<file path="src/rtl/add_pkg.sv">
// Shared definitions for the add/sub datapath: op-mode encoding and overflow helper.
// Latency: none (package only).
// Backpressure: not applicable.
package add_pkg;

  // Op-mode encoding carried on the 'sub' input.
  localparam logic ADD = 1'b0;
  localparam logic SUB = 1'b1;

  // Signed overflow: carry into the MSB disagrees with carry out of the MSB.
  function automatic logic ovf_f(input logic c_in_msb, input logic c_out);
    return c_in_msb ^ c_out;
  endfunction

endpackage

</file>
<file path="src/rtl/rca_seg.sv">
// Combinational SEG-bit ripple-carry adder segment built from full-adder cells.
// Latency: zero cycles (pure combinational).
// Backpressure: none; the enclosing pipeline stage owns flow control.
//
// Ports:
//   a, b      segment operands
//   ci        carry into bit 0
//   s         segment sum
//   co        carry out of the segment MSB
//   c_msb_in  carry into the segment MSB (used for signed overflow in the top stage)
module rca_seg #(
  parameter int SEG = 8
) (
  input  logic [SEG-1:0] a,
  input  logic [SEG-1:0] b,
  input  logic           ci,
  output logic [SEG-1:0] s,
  output logic           co,
  output logic           c_msb_in
);

  logic [SEG:0] c;

  assign c[0] = ci;

  for (genvar i = 0; i < SEG; i++) begin : g_fa
    assign s[i]   = a[i] ^ b[i] ^ c[i];
    assign c[i+1] = (a[i] & b[i]) | (c[i] & (a[i] ^ b[i]));
  end

  assign co       = c[SEG];
  assign c_msb_in = c[SEG-1];

endmodule

</file>
<file path="src/rtl/rca_pipe_addsub.sv">
// Pipelined ripple-carry adder/subtractor; each stage ripples one SEG-bit segment.
// Latency: STAGES cycles from accept to out_valid; throughput 1 op/cycle.
// Backpressure: combinational ready chain from out_ready; stalled stages hold their data.
//
// Ports:
//   clk, rst_n           clock; synchronous active-low reset
//   in_valid/in_ready    operand handshake (a, b, cin, sub captured on accept)
//   a, b, cin, sub       operands; sub=1 computes a-b and ignores cin
//   out_valid/out_ready  result handshake
//   sum, cout, ovf       result, MSB carry-out (sub: 1 = no borrow), signed overflow
module rca_pipe_addsub
  import add_pkg::*;
#(
  parameter int WIDTH  = 32,
  parameter int STAGES = 4
) (
  input  logic             clk,
  input  logic             rst_n,
  input  logic             in_valid,
  output logic             in_ready,
  input  logic [WIDTH-1:0] a,
  input  logic [WIDTH-1:0] b,
  input  logic             cin,
  input  logic             sub,
  output logic             out_valid,
  input  logic             out_ready,
  output logic [WIDTH-1:0] sum,
  output logic             cout,
  output logic             ovf
);

  localparam int SEG = WIDTH / STAGES;

  // Per-stage state: valid, partially-built result (low bits = sum so far,
  // high bits = pending operand A), operand B' and the registered carry.
  logic [STAGES-1:0] v;
  logic [STAGES-1:0] c;
  logic [WIDTH-1:0]  acc [STAGES];
  logic [WIDTH-1:0]  bq  [STAGES];
  logic              ovf_q;

  // Per-stage combinational view of what the stage would capture.
  logic [STAGES-1:0] rdy;
  logic [STAGES-1:0] pv;
  logic [STAGES-1:0] src_c;
  logic [STAGES-1:0] co;
  logic [WIDTH-1:0]  src_a   [STAGES];
  logic [WIDTH-1:0]  src_b   [STAGES];
  logic [WIDTH-1:0]  nxt_acc [STAGES];
  logic [SEG-1:0]    s       [STAGES];
  logic              cm      [STAGES];

  // Subtraction is a + ~b + 1: invert B once at entry and force carry-in.
  logic [WIDTH-1:0] b_in;
  logic             c_in;

  assign b_in = (sub == SUB) ? ~b : b;
  assign c_in = (sub == ADD) ? cin : 1'b1;

  for (genvar k = 0; k < STAGES; k++) begin : g_stage
    if (k == 0) begin : g_first
      assign src_a[k] = a;
      assign src_b[k] = b_in;
      assign src_c[k] = c_in;
      assign pv[k]    = in_valid;
    end else begin : g_next
      assign src_a[k] = acc[k-1];
      assign src_b[k] = bq[k-1];
      assign src_c[k] = c[k-1];
      assign pv[k]    = v[k-1];
    end

    if (k == STAGES-1) begin : g_last_rdy
      assign rdy[k] = !v[k] || out_ready;
    end else begin : g_mid_rdy
      assign rdy[k] = !v[k] || rdy[k+1];
    end

    rca_seg #(.SEG(SEG)) u_seg (
      .a        (src_a[k][k*SEG +: SEG]),
      .b        (src_b[k][k*SEG +: SEG]),
      .ci       (src_c[k]),
      .s        (s[k]),
      .co       (co[k]),
      .c_msb_in (cm[k])
    );

    // Replace segment k of the incoming word with its freshly rippled sum.
    assign nxt_acc[k] = (src_a[k] & ~(WIDTH'({SEG{1'b1}}) << (k*SEG)))
                      | (WIDTH'(s[k]) << (k*SEG));
  end

  always_ff @(posedge clk) begin
    if (!rst_n) begin
      v     <= '0;
      c     <= '0;
      ovf_q <= 1'b0;
      for (int k = 0; k < STAGES; k++) begin
        acc[k] <= '0;
        bq[k]  <= '0;
      end
    end else begin
      for (int k = 0; k < STAGES; k++) begin
        if (rdy[k]) begin
          v[k] <= pv[k];
          // Data moves only with a real beat so idle outputs keep their last value.
          if (pv[k]) begin
            acc[k] <= nxt_acc[k];
            bq[k]  <= src_b[k];
            c[k]   <= co[k];
          end
        end
      end
      if (rdy[STAGES-1] && pv[STAGES-1]) begin
        ovf_q <= ovf_f(cm[STAGES-1], co[STAGES-1]);
      end
    end
  end

  assign in_ready  = rdy[0];
  assign out_valid = v[STAGES-1];
  assign sum       = acc[STAGES-1];
  assign cout      = c[STAGES-1];
  assign ovf       = ovf_q;

endmodule

</file>
<file path="config.mk">
export PLATFORM = sky130hd
export DESIGN_NAME = rca_pipe_addsub
export DESIGN_NICKNAME = d
export VERILOG_FILES = /design/src/rtl/add_pkg.sv /design/src/rtl/rca_seg.sv /design/src/rtl/rca_pipe_addsub.sv
export SDC_FILE = /design/constraint.sdc
export NUM_CORES = 1
export LEC_CHECK = 0
export CAP_MARGIN = 20
export CORE_AREA = 2 2 137 139
export CTS_CLUSTER_DIAMETER = 30
export DETAILED_ROUTE_END_ITERATION = 16
export DIE_AREA = 0 0 139 141
export PLACE_DENSITY = 0.65
export SLEW_MARGIN = 40
export SYNTH_ARGS = -nofsm -noshare
export SYNTH_HDL_FRONTEND = slang
export SYNTH_SLANG_ARGS = --single-unit
</file>
<file path="constraint.sdc">
create_clock -name clk -period 15.46 [get_ports clk]
set_clock_uncertainty 0.1 [all_clocks]
set_input_delay 3.092 -clock clk [delete_from_list [all_inputs] [get_ports clk]]
set_output_delay 3.092 -clock clk [all_outputs]
set_load 0.05 [all_outputs]
</file>
==> Yosys cells after proc, flatten, opt, wreduce, memory -nomap -nowiden <==
Memory sizes are Yosys's and may differ from the RTL's.
Cells that the tools add are included.
{ "word_totals": {"out_inout_bits": 36, "reg_bits": 9, "elab_cells": 225, "ramBits": 256, "memories": 2, "inputBits": 70} }
{ "mem_list": {"columns": ["memory", "words", "width", "rd", "rd_ports_with_merged_regs", "write_ports", "line", "rtl"], "rows": [
  ["acc", 4, 32, 4, 0, 4, "rca_pipe_addsub.sv:38", "logic [WIDTH-1:0] acc [STAGES];"],
  ["bq", 4, 32, 3, 0, 4, "rca_pipe_addsub.sv:39", "logic [WIDTH-1:0] bq [STAGES];"]
]} }
{ "classes": {"bitwise": 174, "n_reduce_logical": 13, "mux": 27} }
{ "op_table": {"columns": ["op", "count"], "rows": [
  ["two-way mux 32 bit", 9],
  ["XOR 1 bit", 65],
  ["AND 1 bit", 64],
  ["bitwise OR 1 bit", 40],
  ["NOT 32 bit", 1],
  ["bitwise OR 24 x 32 -> 32 bit", 1],
  ["bitwise OR 32 x 16 -> 32 bit", 1],
  ["bitwise OR 32 x 24 -> 32 bit", 1],
  ["bitwise OR 32 x 8 -> 32 bit", 1],
  ["two-way mux 1 bit", 18],
  ["AND reduction 2 bit", 4],
  ["zero test 1 bit", 4],
  ["logical OR 1 bit", 4],
  ["logical AND 1 bit", 1]
]} }

==> Depth between registers and ports, before layout <==
Gate-level depths: netlist of the first run.
{ "depth": {"word_depth": 20, "ltp_mapped": 16, "mapped_depth_nobuf": 14} }

==> Modules after synthesis <==
A second synthesis of the first run with hierarchy kept.
{ "hier_totals": {"hier_cells": 531, "area_unflattened_um2": 7980.2} }
{ "by_module_without_submodules": {"columns": ["mod", "area_per_inst_um2", "seq_area_each_um2", "cells_per_inst", "instances"], "rows": [
  ["rca_pipe_addsub", 7189.4, 5465.2, 459, 1],
  ["rca_seg", 197.7, 0.0, 18, 4]
]} }

==> Worst setup path before layout of the first run <==
No wires, ideal clock.
{ "synth_path": {"path_type": "in2reg", "startpoint": "input port sub", "endpoint": "memory acc[0][7], data pin", "t_required_ns": 15.105, "path_stages": 14, "path_buffers": 2, "slack_ns": 8.413, "setup_ns": 0.255, "t_arrival_ns": 6.692, "path_cell_list": "clkbuf_1 buf_2 xor2_1 fa_1 fa_1 inv_1 fa_1 fa_1 fa_1 fa_1 fa_1 inv_1 fa_1 and2_1"} }
{ "synth_rtl": {"columns": ["element", "line", "rtl"], "rows": [
  ["from (decl)", "rca_pipe_addsub.sv:24", "input logic sub,"],
  ["to (decl)", "rca_pipe_addsub.sv:38", null]
]} }

==> Final worst setup path of the first run <==
{ "layout_path": {"startpoint": "input port out_ready", "endpoint": "output port in_ready"} }
{ "layout_between": {"elab_chain_cells": 4} }
{ "layout_rtl": {"columns": ["element", "line", "rtl"], "rows": [
  ["from (decl)", "rca_pipe_addsub.sv:26", "input logic out_ready,"],
  ["logical OR 1 bit", "rca_pipe_addsub.sv:74", "assign rdy[k] = !v[k] || out_ready;"],
  ["logical OR 1 bit (3 in a row)", "rca_pipe_addsub.sv:76", "assign rdy[k] = !v[k] || rdy[k+1];"],
  ["to (decl)", "rca_pipe_addsub.sv:20", "output logic in_ready,"]
]} }
No other way between the ends.

==> results.md, run 1 <==
- Synth cell types: 33
- Hold depth: 1
- Layout cells sized above 1: 0.136
- Clock transition at the registers of the reported paths: 0.07 ns
- CP peak stage delay: 0.86 ns
- Tmin final: 8.06 ns
- Run status: finished clean
- Startpoint types: input port
- Net count after synthesis: 620
- WL final: 11.4 mm
- GRT Util Overall: 0.125
- Synthesis-to-layout area growth: 21.5%
- Maximum VDD drop: 0.0816 mV
- GRT Residual Overflow: 0
- Setup-failing EPs final: 0
- CTS sink cnt: 185
- Post-CTS setup buffer count: 0
- Worst r2r path cells: 12
- GP Congestion: 0.826
- Mux cell area share after synthesis: 0
- Worst Hold End: c[3]$_SDFFE_PN0P_
- # resized after CTS: 0
- Tcrit/Tclk final: 0.521
- Power density cells: 110 mW/mm^2
- Hold path startpoint: c[3]$_SDFFE_PN0P_
- I/O pin count: 106
- Post-Synth Simple-Gate Area: 0.158
- Required time worst endpoint: 12.27 ns
- Largest net degree at the start of global routing: 57
- Post-synthesis sequential area ratio: 0.678
- Initial Util: 0.441
- RSZ-0062 raised after global routing: no
- Final Max Tran Viols: 0
- Die H: 141 um
- CP Class: in2out
- Max-Cap Viols: 0
- DRC viols: 0
- Crit path max fanout: 5
- CP Capture Type: output port
- CTS root buf: clkbuf_16
- Wirelength per Cell: 13.1 um
- CTS buffer count: 17
- Slew at the pin closest to its max-slew limit: 0.691 ns
- Iter 0 DRT Violations: 245
- Worst hold path type: reg2reg
- Fmax: 124 MHz
- Die width: 139 um
- NumNets Final: 722
- Synth Register Bits: 185
- Max_slew headroom: 0.539
- Final worst slack: 7.40 ns
- Synth Warn #: 0
- CTS Buffer Depth: 2
- IO buf count: 105
- Critical-path top delay cell: clkdlybuf4s50_1
- CTS tree: done
- Detail Placement HPWL: 8.24 mm
- H-tree levels: 4
- Worst R2R End: acc[2][23]$_SDFFCE_PN0P_
- Inserted Diodes: 0
- CP Launch Point: out_ready
- Worst-Skew Late Latency: 0.42 ns
- Reg-to-reg startpoint: acc[1][16]$_SDFFCE_PN0P_
- First-pass GRT wire length: 19.1 mm
- Hold Vio Cnt, Final: 0
- Vias after detailed routing: 3808
- Synth Area per Inst: 15.6 um^2
- Drt pass-1 iters: 4
- Cells along the critical path: clkdlybuf4s50_1 -> and4b_4 -> nand2_1 -> clkdlybuf4s50_1
- Most used cell, CP: clkdlybuf4s50_1
- Die ar.: 0.0196 mm^2
- Vias in the first global route: 3872
- Post-layout util: 0.536
- Via density: 4.39
- Critical Path AT: 4.87 ns
- Post-CTS Hold Fix Bufs: 0
- Cells after Synth: 518
- Fill count: 1495
- Core Area: 0.0183 mm^2
- Static leakage: 3.73 nW
- Cell Area, Synth: 0.00806 mm^2
- Antenna violations before repair: 0
- Adder-cell share of the synthesized area: 0.0795
- Post-synthesis compound-gate area fraction: 0.0118
- Setup WS pre-CTS: 7.40 ns
- Worst R2R Setup Slack: 11.09 ns
- Synth Area in XOR/XNOR: 0.0359
- Routed Antenna Nets: 0
- Rows: 50
- Sum Neg Setup Slack: 0 ns
- Largest family of logic cells by synthesized area: simple AND/OR/NAND/NOR gates
-- layout by cell type (no fill, tap or decap), drive strengths merged, types with 2 or more instances in the layout --
cell,n
a311oi,2
and2,141
a21o,2
xor2,3
fa,32
and4b,2
edfxtp,176
nand2,6
clkinvlp,3
nor2,35
a21oi,7
clkinv,10
dfxtp,9
clkbuf,17
nand4,2
clkdlybuf4s50,104
buf,2
nand3,3
nor3,2
and3,3
xnor2,30
inv,35
-- where the power goes --
group | leakage [nW] | internal, W | switching [W]
registers | 1.95 | 0.000583 | 0.0000110
clock network | 0.259 | 0.000205 | 0.000178
logic | 1.52 | 0.0000472 | 0.0000551
-- Yosys cell counts --
library cell | instances | area (um^2)
a21o_1 | 2 | 15.0
a21oi_1 | 6 | 30.0
a21oi_2 | 1 | 8.76
a22o_1 | 1 | 8.76
a311oi_1 | 2 | 17.5
a31oi_1 | 1 | 6.26
and2_1 | 101 | 632
and2_4 | 40 | 350
and3_1 | 1 | 6.26
and3_4 | 2 | 22.5
and4b_1 | 1 | 10.0
and4b_4 | 1 | 13.8
buf_2 | 5 | 25.0
buf_6 | 10 | 113
clkbuf_1 | 6 | 22.5
clkbuf_2 | 2 | 10.0
clkinv_1 | 1 | 3.75
dfxtp_1 | 9 | 180
edfxtp_1 | 176 | 5290
fa_1 | 32 | 641
inv_1 | 32 | 120
nand2_1 | 6 | 22.5
nand2b_1 | 1 | 6.26
nand3_1 | 3 | 15.0
nand3b_2 | 1 | 11.3
nand4_1 | 2 | 12.5
nand4b_4 | 1 | 23.8
nor2_1 | 35 | 131
nor3_1 | 2 | 10.0
o2bb2ai_1 | 1 | 8.76
or2_2 | 1 | 6.26
xnor2_1 | 30 | 263
xor2_1 | 3 | 26.3
-- worst max-delay path by stage --
stage / endpoint / slack [ns] / cells past startpoint
3_5_place_dp: in_ready / 7.40 / 4
4_1_cts: in_ready / 7.40 / 4
2_1_floorplan: acc[0][7]$_SDFFCE_PN0P_ / 8.41 / 14
3_3_place_gp: in_ready / 7.48 / 4
5_1_grt: in_ready / 7.34 / 4
6_report: in_ready / 7.40 / 4
-- flip-flops by register name, summed over array words and instances, names as in the netlist --
register / flops
bq: 48
c: 4
acc: 128
ovf: 1
v: 4
-- per-stage QoR --
step	area (um^2)	std cells	hold slack (ns)	power, W
detailed placement	9260	835	0.357	0.000710
finish	9790	867	0.375	0.00108
global placement	9240	835	0.352	0.000706
CTS	9780	867	0.376	0.00109
global route	9790	867	0.396	0.00113
floorplan	8060	518	0.388	0.000668
-- cell families after synthesis --
logic type | Yosys count
AOI/OAI and AO/OA | 14
xor gates and xnor gates | 33
adders and majority gates | 32
buffers and inverters | 56
DFF | 185
and+or+nand+nor | 198
-- metal layers --
layer | up-vias | track usage | wire [um]
li1 | 1940 | - | -
met1 | 1755 | 0.177 | 5530
met2 | 101 | 0.184 | 5230
met3 | 12 | 0.0374 | 478
met4 | 0 | 0.0473 | 142
met5 | - | 0 | 0
-- layout make-up --
type                    count  area (um^2)  area share
clock buffers              17          425      0.0435
clock inverters            15          101      0.0104
inverters                  33          124      0.0127
multi-input cells         277         2320       0.237
flip-flops and latches    185         5470       0.558
well taps                 234          293      0.0299
repair buffers            106         1060       0.108
-- critical path, delay by kind of cell --
kind                   cells  cell delay, ns
buffers and inverters      2            1.37
AND/OR/NAND/NOR            2            0.40
No activity file was read; power rests on OpenSTA's default activity.
==> inputs of run 2 (changes only) <==
clock period = 8.4 ns   (was 15.46 ns; I/O delays follow)
==> results.md, run 2 (same netlist as run 1, synthesis figures left out) <==
- WL final: 11.4 mm
- CTS sink cnt: 185
- Largest net degree at the start of global routing: 57
- Sum Neg Setup Slack: 0 ns
- Critical Path AT: 5.39 ns
- CTS Buffer Depth: 2
- Hold Vio Cnt, Final: 0
- Layout cells sized above 1: 0.134
- GP Congestion: 0.850
- Slew at the pin closest to its max-slew limit: 0.736 ns
- Iter 0 DRT Violations: 256
- Max reg flops: 128
- Fill count: 1514
- Antenna violations before repair: 0
- Commonest non-fill, non-tap cell in the layout: edfxtp_1
- Static leakage: 3.77 nW
- # resized after CTS: 0
- CTS buffer count: 17
- Max_slew headroom: 0.510
- Most used cell, CP: fa_1
- Vias in the first global route: 3815
- GRT Util Overall: 0.123
- CP Capture Type: register
- Die width: 139 um
- Core Area: 0.0183 mm^2
- H-tree levels: 4
- Crit path max fanout: 1
- Clock transition at the registers of the reported paths: 0.07 ns
- First-pass GRT wire length: 19.0 mm
- Fmax: 188 MHz
- CTS tree: done
- Detail Placement HPWL: 8.31 mm
- Drt pass-1 iters: 4
- Worst-Skew Late Latency: 0.41 ns
- CP peak stage delay: 0.47 ns
- Initial Util: 0.441
- NumNets Final: 722
- Inserted Diodes: 0
- Worst hold path type: reg2reg
- Vias after detailed routing: 3777
- Placed inst area: 0.00926 mm^2
- Most flop-heavy register: acc
- Max-Cap Viols: 0
- CTS root buf: clkbuf_16
- RSZ-0062 raised after global routing: no
- Setup-failing EPs final: 0
- Via density: 4.36
- Multi-input combinational cell area: 0.00232 mm^2
- Cell area after layout: 0.00987 mm^2
- Cells along the critical path: clkdlybuf4s50_1 -> xor2_1 -> fa_1 -> fa_1 -> inv_1 -> fa_1 -> fa_1 -> fa_1 -> fa_1 -> fa_1 -> inv_1 -> fa_1 -> and2_1
- Maximum VDD drop: 0.138 mV
- Die ar.: 0.0196 mm^2
- GRT Residual Overflow: 0
- Regs by FF count: acc: 128 flops, bq: 48 flops
- Most frequent cells in the layout: 176 x edfxtp_1, 104 x clkdlybuf4s50_1, 101 x and2_1
- Tcrit/Tclk final: 0.633
- Required time worst endpoint: 8.48 ns
- Final Max Tran Viols: 0
- Synthesis-to-layout area growth: 22.4%
- Die H: 141 um
- Post-CTS Hold Fix Bufs: 0
- I/O pin count: 106
- Rows: 50
- Tmin final: 5.31 ns
- Post-CTS setup buffer count: 0
- Critical-path top delay cell: clkdlybuf4s50_1
- Wirelength per Cell: 13.2 um
- Power density cells: 211 mW/mm^2
- CP Class: in2reg
- IO buf count: 105
- DRC viols: 0
- Register area: 0.00547 mm^2
- Routed Antenna Nets: 0
- Startpoint types: input port
- Run status: finished clean
[run 2: layout make-up]
type,instances,area share
clock buffer,17,0.0431
clock inverter,15,0.0183
inverter,33,0.0126
multi-input combinational,277,0.235
sequential,185,0.554
tap,234,0.0297
timing repair buffer,106,0.107
[run 2: power by group]
| part | total, W | leakage, nW | internal [W] | switching (W) |
|---|---|---|---|---|
| clock | 0.000803 | 0.292 | 0.000451 | 0.000352 |
| combinational | 0.000189 | 1.52 | 0.0000869 | 0.000102 |
| sequential | 0.00109 | 1.95 | 0.00107 | 0.0000201 |
| total | 0.00208 | 3.77 | 0.00161 | 0.000474 |
[run 2: critical path: cells and delay by family]
family / cells / cell delay (ns)
and+or+nand+nor: 1 / 0.14
adders and majority gates: 8 / 2.77
xor gates and xnor gates: 1 / 0.19
buffers and inverters: 3 / 0.60
[run 2: worst paths after layout]
kind         cells after the start                        to                     start  slack [ns]
min                              1         c[3]$_SDFFE_PN0P_         c[3]$_SDFFE_PN0P_        0.39
min reg2reg                      1         c[3]$_SDFFE_PN0P_         c[3]$_SDFFE_PN0P_        0.39
max                             13   acc[0][7]$_SDFFCE_PN0P_                      b[0]        3.09
max reg2reg                     12  acc[2][23]$_SDFFCE_PN0P_  acc[1][16]$_SDFFCE_PN0P_        4.03
[run 2: stage by stage]
| step | utilization | setup WS, ns | hold WS [ns] | power [W] | std cells |
|---|---|---|---|---|---|
| 2_1_floorplan | - | 2.77 | 0.388 | 0.00123 | 518 |
| 3_5_place_dp | 0.507 | 2.38 | 0.375 | 0.00131 | 835 |
| 4_1_cts | 0.540 | 2.81 | 0.388 | 0.00210 | 867 |
| 6_report | 0.540 | 3.09 | 0.387 | 0.00208 | 867 |
| 5_1_grt | 0.540 | 2.93 | 0.403 | 0.00216 | 867 |
| 3_3_place_gp | 0.506 | 2.45 | 0.354 | 0.00130 | 835 |
[run 2: routing by layer]
layer,vias to the layer above,share of wire,GRT usage
met1,1722,0.47,0.166
li1,1941,-,-
met2,101,0.47,0.192
met3,13,0.046,0.0353
met5,-,0,0
met4,0,0.016,0.0452
==> inputs of run 3 (changes only) <==
PLACE_DENSITY = 0.67   (was 0.65)
clock period = 4.5 ns   (was 8.4 ns; I/O delays follow)
==> results.md, run 3 (same netlist as run 1, synthesis figures left out) <==
- Crit path max fanout: 1
- Tcrit/Tclk final: 0.969
- Worst hold path type: reg2reg
- Worst-Skew Late Latency: 0.43 ns
- # resized after CTS: 0
- Wirelength per Cell: 13.1 um
- Drt pass-1 iters: 4
- CTS tree: done
- Most flop-heavy register: acc
- Worst r2r path cells: 12
- NumNets Final: 727
- Max_slew headroom: 0.516
- Setup WS pre-CTS: -0.360 ns
- Detail Placement HPWL: 8.49 mm
- CP Launch Point: b[0]
- H-tree levels: 4
- Fill count: 1465
- CTS Buffer Depth: 2
- Final worst slack: 0.138 ns
- Regs by FF count: acc: 128 flops, bq: 48 flops
- Hold depth: 1
- Die ar.: 0.0196 mm^2
- I/O pin count: 106
- Iter 0 DRT Violations: 224
- Via density: 4.43
- Reg-to-reg startpoint: acc[1][16]$_SDFFCE_PN0P_
- First-pass GRT wire length: 19.6 mm
- Commonest non-fill, non-tap cell in the layout: edfxtp_1
- GRT Residual Overflow: 0
- Cell area after layout: 0.00991 mm^2
- Core Area: 0.0183 mm^2
- Rows: 50
- Vias in the first global route: 4031
- Post-route insts no fill: 872
- Tmin final: 4.36 ns
- Post-CTS Hold Fix Bufs: 0
- Initial Util: 0.441
- Required time worst endpoint: 4.58 ns
- CP Class: in2reg
- Slew at the pin closest to its max-slew limit: 0.726 ns
- RSZ-0062 raised after global routing: no
- Routed Antenna Nets: 0
- Setup-failing EPs final: 0
- Placed cell count: 840
- Placed inst area: 0.00931 mm^2
- Static leakage: 3.79 nW
- GP Congestion: 0.804
- DRC viols: 0
- Final Max Tran Viols: 0
- Largest net degree at the start of global routing: 49
- GRT Util Overall: 0.125
- Clock transition at the registers of the reported paths: 0.07 ns
- Maximum VDD drop: 0.360 mV
- Max-Cap Viols: 0
- Layout cells sized above 1: 0.150
- Run status: finished clean
- Critical Path AT: 4.44 ns
- Worst Hold End: ovf$_SDFFE_PN0P_
- CTS buffer count: 17
- CTS root buf: clkbuf_16
- Die width: 139 um
- Vias after detailed routing: 3860
- WL final: 11.4 mm
- Power density cells: 391 mW/mm^2
- Hold path startpoint: ovf$_SDFFE_PN0P_
- Synthesis-to-layout area growth: 23.0%
- Max reg flops: 128
- Hold Vio Cnt, Final: 0
- CP Capture Type: register
- CTS sink cnt: 185
- Worst R2R Setup Slack: 0.22 ns
- Worst R2R End: acc[2][23]$_SDFFCE_PN0P_
- Inserted Diodes: 0
- Fmax: 229 MHz
- Antenna violations before repair: 0
- Die H: 141 um
- Startpoint types: input port
- IO buf count: 105
- Post-CTS setup buffer count: 0
- Most frequent cells in the layout: 176 x edfxtp_1, 104 x clkdlybuf4s50_1, 101 x and2_1
==> run 3: worst max-delay path by stage <==
stage	end	slack, ns	cells after the start
2_1_floorplan	acc[0][7]$_SDFFCE_PN0P_	0.02	14
3_3_place_gp	acc[0][7]$_SDFFCE_PN0P_	-0.30	13
3_5_place_dp	acc[0][7]$_SDFFCE_PN0P_	-0.36	13
4_1_cts	acc[0][7]$_SDFFCE_PN0P_	0.09	13
5_1_grt	acc[2][23]$_SDFFCE_PN0P_	0.009	12
6_report	acc[0][7]$_SDFFCE_PN0P_	0.14	13
==> run 3: power by group <==
group / internal, W / total, W / switching (W)
Combinational: 0.000166 / 0.000355 / 0.000190
Clock: 0.000799 / 0.00148 / 0.000684
Sequential: 0.00200 / 0.00204 / 0.0000381
Total: 0.00297 / 0.00388 / 0.000912
==> run 3: metrics by stage <==
stage | hold slack, ns | TNS [ns] | utilization | total power, W
final | 0.394 | 0 | 0.542 | 0.00388
after global routing | 0.398 | 0 | 0.542 | 0.00403
after CTS | 0.394 | 0 | 0.542 | 0.00391
after detailed placement | 0.377 | -0.541 | 0.510 | 0.00244
after global placement | 0.370 | -0.407 | 0.509 | 0.00243
after floorplan | 0.388 | 0 | - | 0.00230
==> run 3: per-layer routing <==
metal / global-route usage / vias up / part of all wire
met5: 0 / - / 0
met1: 0.172 / 1792 / 0.47
met2: 0.194 / 102 / 0.46
met4: 0.0420 / 0 / 0.012
met3: 0.0367 / 11 / 0.053
li1: - / 1955 / -
==> run 3: critical path, stage by stage <==
cell and delay (ns):
clkdlybuf4s50_1 0.50, xor2_2 0.16, fa_2 0.22, fa_1 0.17, inv_1 0.06, fa_2 0.37, fa_2 0.40, fa_2 0.35
fa_2 0.34, fa_1 0.36, inv_1 0.09, fa_1 0.40, and2_1 0.14
==> run 3: final cells by class <==
class | instances | area (um^2) | share of cell area
clock buffer | 17 | 425 | 0.0429
clock inverter | 15 | 174 | 0.0176
inverter | 33 | 124 | 0.0125
multi-input combinational | 277 | 2340 | 0.236
sequential | 185 | 5470 | 0.552
tap | 234 | 293 | 0.0295
timing repair buffer | 111 | 1090 | 0.110
